$ cat src/rtl/serial_subtractor.sv
// Bit-serial subtractor: accepts a, b, bin over a valid/ready handshake,
// resolves one difference bit per cycle LSB first through a full-subtractor
// cell (two half-subtractors plus a borrow register), then presents diff and
// bout over a second valid/ready handshake.
// Optional feature macro: SERIAL_SUB_SATURATE_EN (clamp diff to 0 on final borrow).
module serial_subtractor #(
  parameter int unsigned WIDTH = 8
) (
  input  logic             clk,
  input  logic             rst,
  input  logic             in_valid,
  output logic             in_ready,
  input  logic [WIDTH-1:0] a,
  input  logic [WIDTH-1:0] b,
  input  logic             bin,
  output logic             out_valid,
  input  logic             out_ready,
  output logic [WIDTH-1:0] diff,
  output logic             bout,
  output logic             busy
);

  localparam int unsigned CNT_W = (WIDTH > 1) ? $clog2(WIDTH) : 1;

  typedef enum logic [1:0] {
    IDLE = 2'd0,
    BUSY = 2'd1,
    DONE = 2'd2
  } state_e;

  state_e             state_q, state_d;
  logic [WIDTH-1:0]   a_q, a_d;
  logic [WIDTH-1:0]   b_q, b_d;
  logic [WIDTH-1:0]   diff_q, diff_d;
  logic [CNT_W-1:0]   cnt_q, cnt_d;
  logic               br_q, br_d;
  logic               bout_q, bout_d;
  logic               out_valid_q, out_valid_d;
  logic               busy_q, busy_d;

  logic               hs1_diff, hs1_borrow;
  logic               d_bit, hs2_borrow, br_next;
  logic               last_bit;

  // Full-subtractor cell on the current LSB of the shifting operand registers
  always_comb begin
    hs1_diff   = a_q[0] ^ b_q[0];
    hs1_borrow = ~a_q[0] & b_q[0];
    d_bit      = hs1_diff ^ br_q;
    hs2_borrow = ~hs1_diff & br_q;
    br_next    = hs1_borrow | hs2_borrow;
    last_bit   = (cnt_q == CNT_W'(WIDTH - 1));
  end

  // Next-state and datapath update
  always_comb begin
    state_d     = state_q;
    a_d         = a_q;
    b_d         = b_q;
    diff_d      = diff_q;
    cnt_d       = cnt_q;
    br_d        = br_q;
    bout_d      = bout_q;
    out_valid_d = out_valid_q;
    busy_d      = busy_q;
    unique case (state_q)
      IDLE: begin
        if (in_valid) begin
          a_d     = a;
          b_d     = b;
          br_d    = bin;
          cnt_d   = '0;
          busy_d  = 1'b1;
          state_d = BUSY;
        end
      end
      BUSY: begin
        a_d    = a_q >> 1;
        b_d    = b_q >> 1;
        br_d   = br_next;
        diff_d = (diff_q >> 1) | (WIDTH'(d_bit) << (WIDTH - 1));
        cnt_d  = cnt_q + CNT_W'(1);
        if (last_bit) begin
          bout_d      = br_next;
          out_valid_d = 1'b1;
          state_d     = DONE;
`ifdef SERIAL_SUB_SATURATE_EN
          if (br_next) begin
            diff_d = '0;
          end
`endif
        end
      end
      DONE: begin
        if (out_ready) begin
          out_valid_d = 1'b0;
          busy_d      = 1'b0;
          state_d     = IDLE;
        end
      end
      default: begin
        state_d     = IDLE;
        out_valid_d = 1'b0;
        busy_d      = 1'b0;
      end
    endcase
  end

  // State and datapath registers with synchronous reset
  always_ff @(posedge clk) begin
    if (rst) begin
      state_q     <= IDLE;
      a_q         <= '0;
      b_q         <= '0;
      diff_q      <= '0;
      cnt_q       <= '0;
      br_q        <= 1'b0;
      bout_q      <= 1'b0;
      out_valid_q <= 1'b0;
      busy_q      <= 1'b0;
    end else begin
      state_q     <= state_d;
      a_q         <= a_d;
      b_q         <= b_d;
      diff_q      <= diff_d;
      cnt_q       <= cnt_d;
      br_q        <= br_d;
      bout_q      <= bout_d;
      out_valid_q <= out_valid_d;
      busy_q      <= busy_d;
    end
  end

  // in_ready tracks rst directly so it drops during reset and rises right after release
  assign in_ready  = (state_q == IDLE) && !rst;
  assign out_valid = out_valid_q;
  assign diff      = diff_q;
  assign bout      = bout_q;
  assign busy      = busy_q;

endmodule

$ cat config.mk
export PLATFORM = sky130hd
export DESIGN_NAME = serial_subtractor
export DESIGN_NICKNAME = d
export VERILOG_FILES = /design/src/rtl/serial_subtractor.sv
export SDC_FILE = /design/constraint.sdc
export NUM_CORES = 1
export LEC_CHECK = 0
export ABC_AREA = 1
export CAP_MARGIN = 20
export CELL_PAD_IN_SITES_DETAIL_PLACEMENT = 0
export CELL_PAD_IN_SITES_GLOBAL_PLACEMENT = 2
export CORE_MARGIN = 2
export CORE_UTILIZATION = 29
export DETAILED_ROUTE_END_ITERATION = 7
export PLACE_DENSITY = 0.93
export SETUP_SLACK_MARGIN = 0.2
export SLEW_MARGIN = 10
export SYNTH_ARGS = -nofsm -noshare
export SYNTH_HDL_FRONTEND = slang
export SYNTH_SLANG_ARGS = --single-unit
$ cat constraint.sdc
create_clock -name clk -period 1.81 [get_ports clk]
set_input_delay 0.181 -clock clk [delete_from_list [all_inputs] [get_ports clk]]
set_output_delay 0.181 -clock clk [all_outputs]
set_load 0.01 [all_outputs]
==> results.md <==
- The flow ran to the end, and the final reports show no timing, DRC or antenna violations.
- The number of vias per cell after detailed routing is between 4 and 5.
- The startpoint of the worst-slack reg-to-reg timing path is state_q[0].
- The signed area change from the synthesized netlist to the final layout is 30.6%.
- The worst hold-check path type is reg -> reg.
- Setup violations remaining at the end of the flow were counted as 0.
- The buffers inserted during post-CTS setup optimization is 0.
- The most common cell after layout, fill and taps aside is sky130_fd_sc_hd__nand2_1.
- Measured along the x axis, the die boundary spans around 75 um.
- The die outline area is 5570 um^2.
- The remaining number of nets flagged by the antenna check after routing is 0.
- In the layout the commonest cells are 57 x sky130_fd_sc_hd__nand2_1, 47 x sky130_fd_sc_hd__nor2_1, 33 x sky130_fd_sc_hd__dfxtp_1.
- The number of nets in the layout is 260.
- For the worst flop-to-flop path, the logic depth is 6.
- After routing, the total negative slack on setup checks comes to 0 ns.
- The later pin in the worst-skew pair is clocked with a latency of 0.29 ns.
- Summed over all layers, the global routing overflow is 0.
- The kind of end point of the critical path is an output port.
- The detailed placement HPWL is ~2100 um.
- The count of endpoints failing hold in the final timing report is 0.
- The post-cts gate resize count is 2.
- No sink is reached through more buffers than the 2 on the longest clock path.
- After detailed placement, the total cell area comes to approximately 1800 um^2.
- The worst slack at placement is 0.384 ns.
- The final critical path time including I/O delays and setup is between 1 and 1.5 ns.
- The sequential area share after synthesis is between 40% and 50%.
- The highest fanout seen on the critical path is 3.
- Once layout is complete, the utilization of the core stands at slightly below 40%.
- Clock tree synthesis inserted a total of 5 buffers.
- The slack of the worst reg-to-reg path is 0.50 ns.
- The H-tree depth is 2.
- VDD sags by at most between 0.4 and 0.5 mV.
- Together, buffers and inverters on the worst path number 1.
- For this run, the slowest stage of the critical path takes ~0.54 ns.
- The first routing iteration left between 40 and 50 violations.
- The starting density of the core is a little under a third.
- The via total after detailed routing is approximately 1300.
- The synthesized netlist occupies a cell area of roughly 1400 um^2.
- For this block, wires on met1 add up to ~1500 um.
- The leakage power total is 0.816 nW.
- Summing all non-filler instances in the final layout gives an area of ~1900 um^2.
- The share of synthesized cell area in and, or, nand and nor gates is 29.8%.
- The area occupied by registers is 661 um^2.
- The startpoint-to-endpoint class of the critical path is reg -> out.
- From bottom edge to top edge, the die measures 74.6 um.
- Traced cell by cell, the critical path runs through clkdlybuf4s50_1.
- The number of input and output port buffers inserted is 32.
- The number of warnings issued by yosys is 0.
- The worst-case clock skew is between 0.009 and 0.01 ns.
- The met3 routed wirelength is approximately 140 um.
- The cell sitting at the root of the clock tree is a sky130_fd_sc_hd__clkbuf_8.
- The routed wire length is 3080 um.
- Counting the fill cells in the layout gives between 500 and 600.
- In this run the number of cells on the critical path is 1.
- The count of hold-fix buffers inserted at cts is 0.
- The placer's final routability congestion estimate is 0.695.
- The clock transition at the registers of the reported paths is 0.08 ns.
- The worst setup path is launched from a register.
- The post-synthesis sequential element count is 33.
- The floorplan row count is 25.
- The area of the multi-input gates is around 670 um^2.
- The cell family contributing the most delay on the critical path is buffers and inverters.
- The endpoint identified for the worst register-to-register timing path is a_q[2].
- The maximum number of pins on one net before global-route repair is 28.
- The total nets after synthesis is 227.
- The max-cap check violation count is 0.
- The first detailed-routing pass ran for 4 iterations.
- The post-synthesis xor/xnor area fraction is 0%.
- Global routing consumed, over all layers together, around an eighth of the routing resources.
- The most critical setup path has its endpoint at diff[7].
- The number of global-route vias before repair is around 1200.
- The detailed-route wire length per cell is around 10 um.
- The launch point of the critical path is diff[7].
- The tree built by TritonCTS fans out to 33 sinks.
- The gate count after technology mapping is 203.
- The slew at the pin with the worst max-slew slack is around 0.28 ns.
- The ratio of final minimum period to clock period is about three quarters.
- The mux share of post-synthesis cell area is 0%.
- Summing the areas of all fa, ha and maj instances in the mapped netlist gives under 10% of the synthesized area.
- The routed design uses roughly 1400 um of met2 wire.
- Setup repair after global routing left no endpoint under its margin.
- The required time of the worst setup path is roughly 1.6 ns.
- The count of pins over their slew limit is 0.
- TritonCTS built the clock tree.
- Power spread over the standard cell area amounts to 867 nW/um^2.
- Data on the critical path arrives at its endpoint at 1.19 ns.
- The proportion of layout cells with a drive suffix above 1 is under 10%.
- The slowest stage of the critical path belongs to the cell sky130_fd_sc_hd__clkdlybuf4s50_1.
- The complex-gate fraction of the synthesized area is between 10 and 15%.
- The repair_antennas step left the layout with diodes totalling 0.
- The fmax is ~730 MHz.
- Headroom to the max-slew limit came out at just over 80%.
- The first global-routing pass estimated ~5300 um of wire.
- Signal routing reaches up to met4.
- Averaged over all synthesized cells, the footprint is 7.13 um^2.
- In this run the count of I/O pins placed on the die edge is 33.
- The main combinational cell family by area after synthesis is simple AND/OR/NAND/NOR gates.
- The least setup slack across all paths after layout is 0.435 ns.
- The origin of the worst min-delay path is out_valid.
- The DRC violation count after routing is 0.
- The area inside the core boundary is approximately 4800 um^2.
- The unique cell type count in the Yosys netlist is 22.
- The initial antenna violation count is 0.
[cells by family (layout without fill, tap and decap cells)]
logic type / Yosys count / after routing
buf+inv: 21 / 55
flops: 33 / 33
compound gates: 36 / 36
simple gates: 110 / 110
fa+ha+maj: 3 / 3
[report_power, final]
group	switching (mW)	leakage (nW)	total, mW	internal, mW
Combinational	0.146	0.500	0.282	0.136
Sequential	0.0320	0.272	0.814	0.782
Clock	0.276	0.0439	0.541	0.265
Total	0.454	0.816	1.64	1.18
[cells in the mapped netlist (all sizes together)]
cell type	number	area (um^2)
nand2	59	231
nor2	48	180
dfxtp	33	661
o21ai	24	124
a21oi	11	55.1
inv	11	43.8
buf	7	65.1
clkbuf	3	13.8
ha	2	25.0
nand3b	2	15.0
fa	1	20.0
nand3	1	5.00
o21a	1	7.51
[routing by layer]
| metal | vias to the layer above | track usage (%) |
|---|---|---|
| li1 | 700 | - |
| met3 | 7 | 3.75 |
| met4 | 0 | 5.56 |
| met1 | 586 | 16.0 |
| met2 | 28 | 20.1 |
| met5 | - | 0 |
[worst min path at each step]
stage / end / cells after the start
after floorplan: a_q[7] / 2
after global placement: out_valid / 2
after detailed placement: out_valid / 2
after CTS: b_q[7] / 3
after global routing: br_q / 3
final: out_valid / 2
[worst register-to-register path, cell delays in order (launching register included)]
cell                      delay, ns
sky130_fd_sc_hd__dfxtp_1       0.44
sky130_fd_sc_hd__nand2_4       0.21
sky130_fd_sc_hd__inv_4         0.29
sky130_fd_sc_hd__nand2_1       0.10
sky130_fd_sc_hd__nand2_1       0.07
sky130_fd_sc_hd__nor2_1        0.04
sky130_fd_sc_hd__nor2_1        0.10
[flip-flops by register name, indices dropped and copies added (netlist names)]
signal,flops
a_q,8
b_q,8
bout,1
br_q,1
busy,1
cnt_q,3
diff,8
out_valid,1
state_q,2
[cell type report]
class	count	area share, %
Clock buffer	5	3.64
Clock inverter	3	0.927
Inverter	11	2.32
Multi-Input combinational cell	149	35.2
Sequential cell	33	35.0
Tap cell	67	4.44
Timing Repair Buffer	36	18.5
[stage by stage]
step                hold slack, ns  power, mW  std cells
CTS                          0.446       1.67        304
floorplan                    0.321       1.01        203
finish                       0.440       1.64        304
global route                 0.452       1.75        304
global placement             0.430       1.12        296
detailed placement           0.440       1.12        296
(Power assumes the default switching activity.)
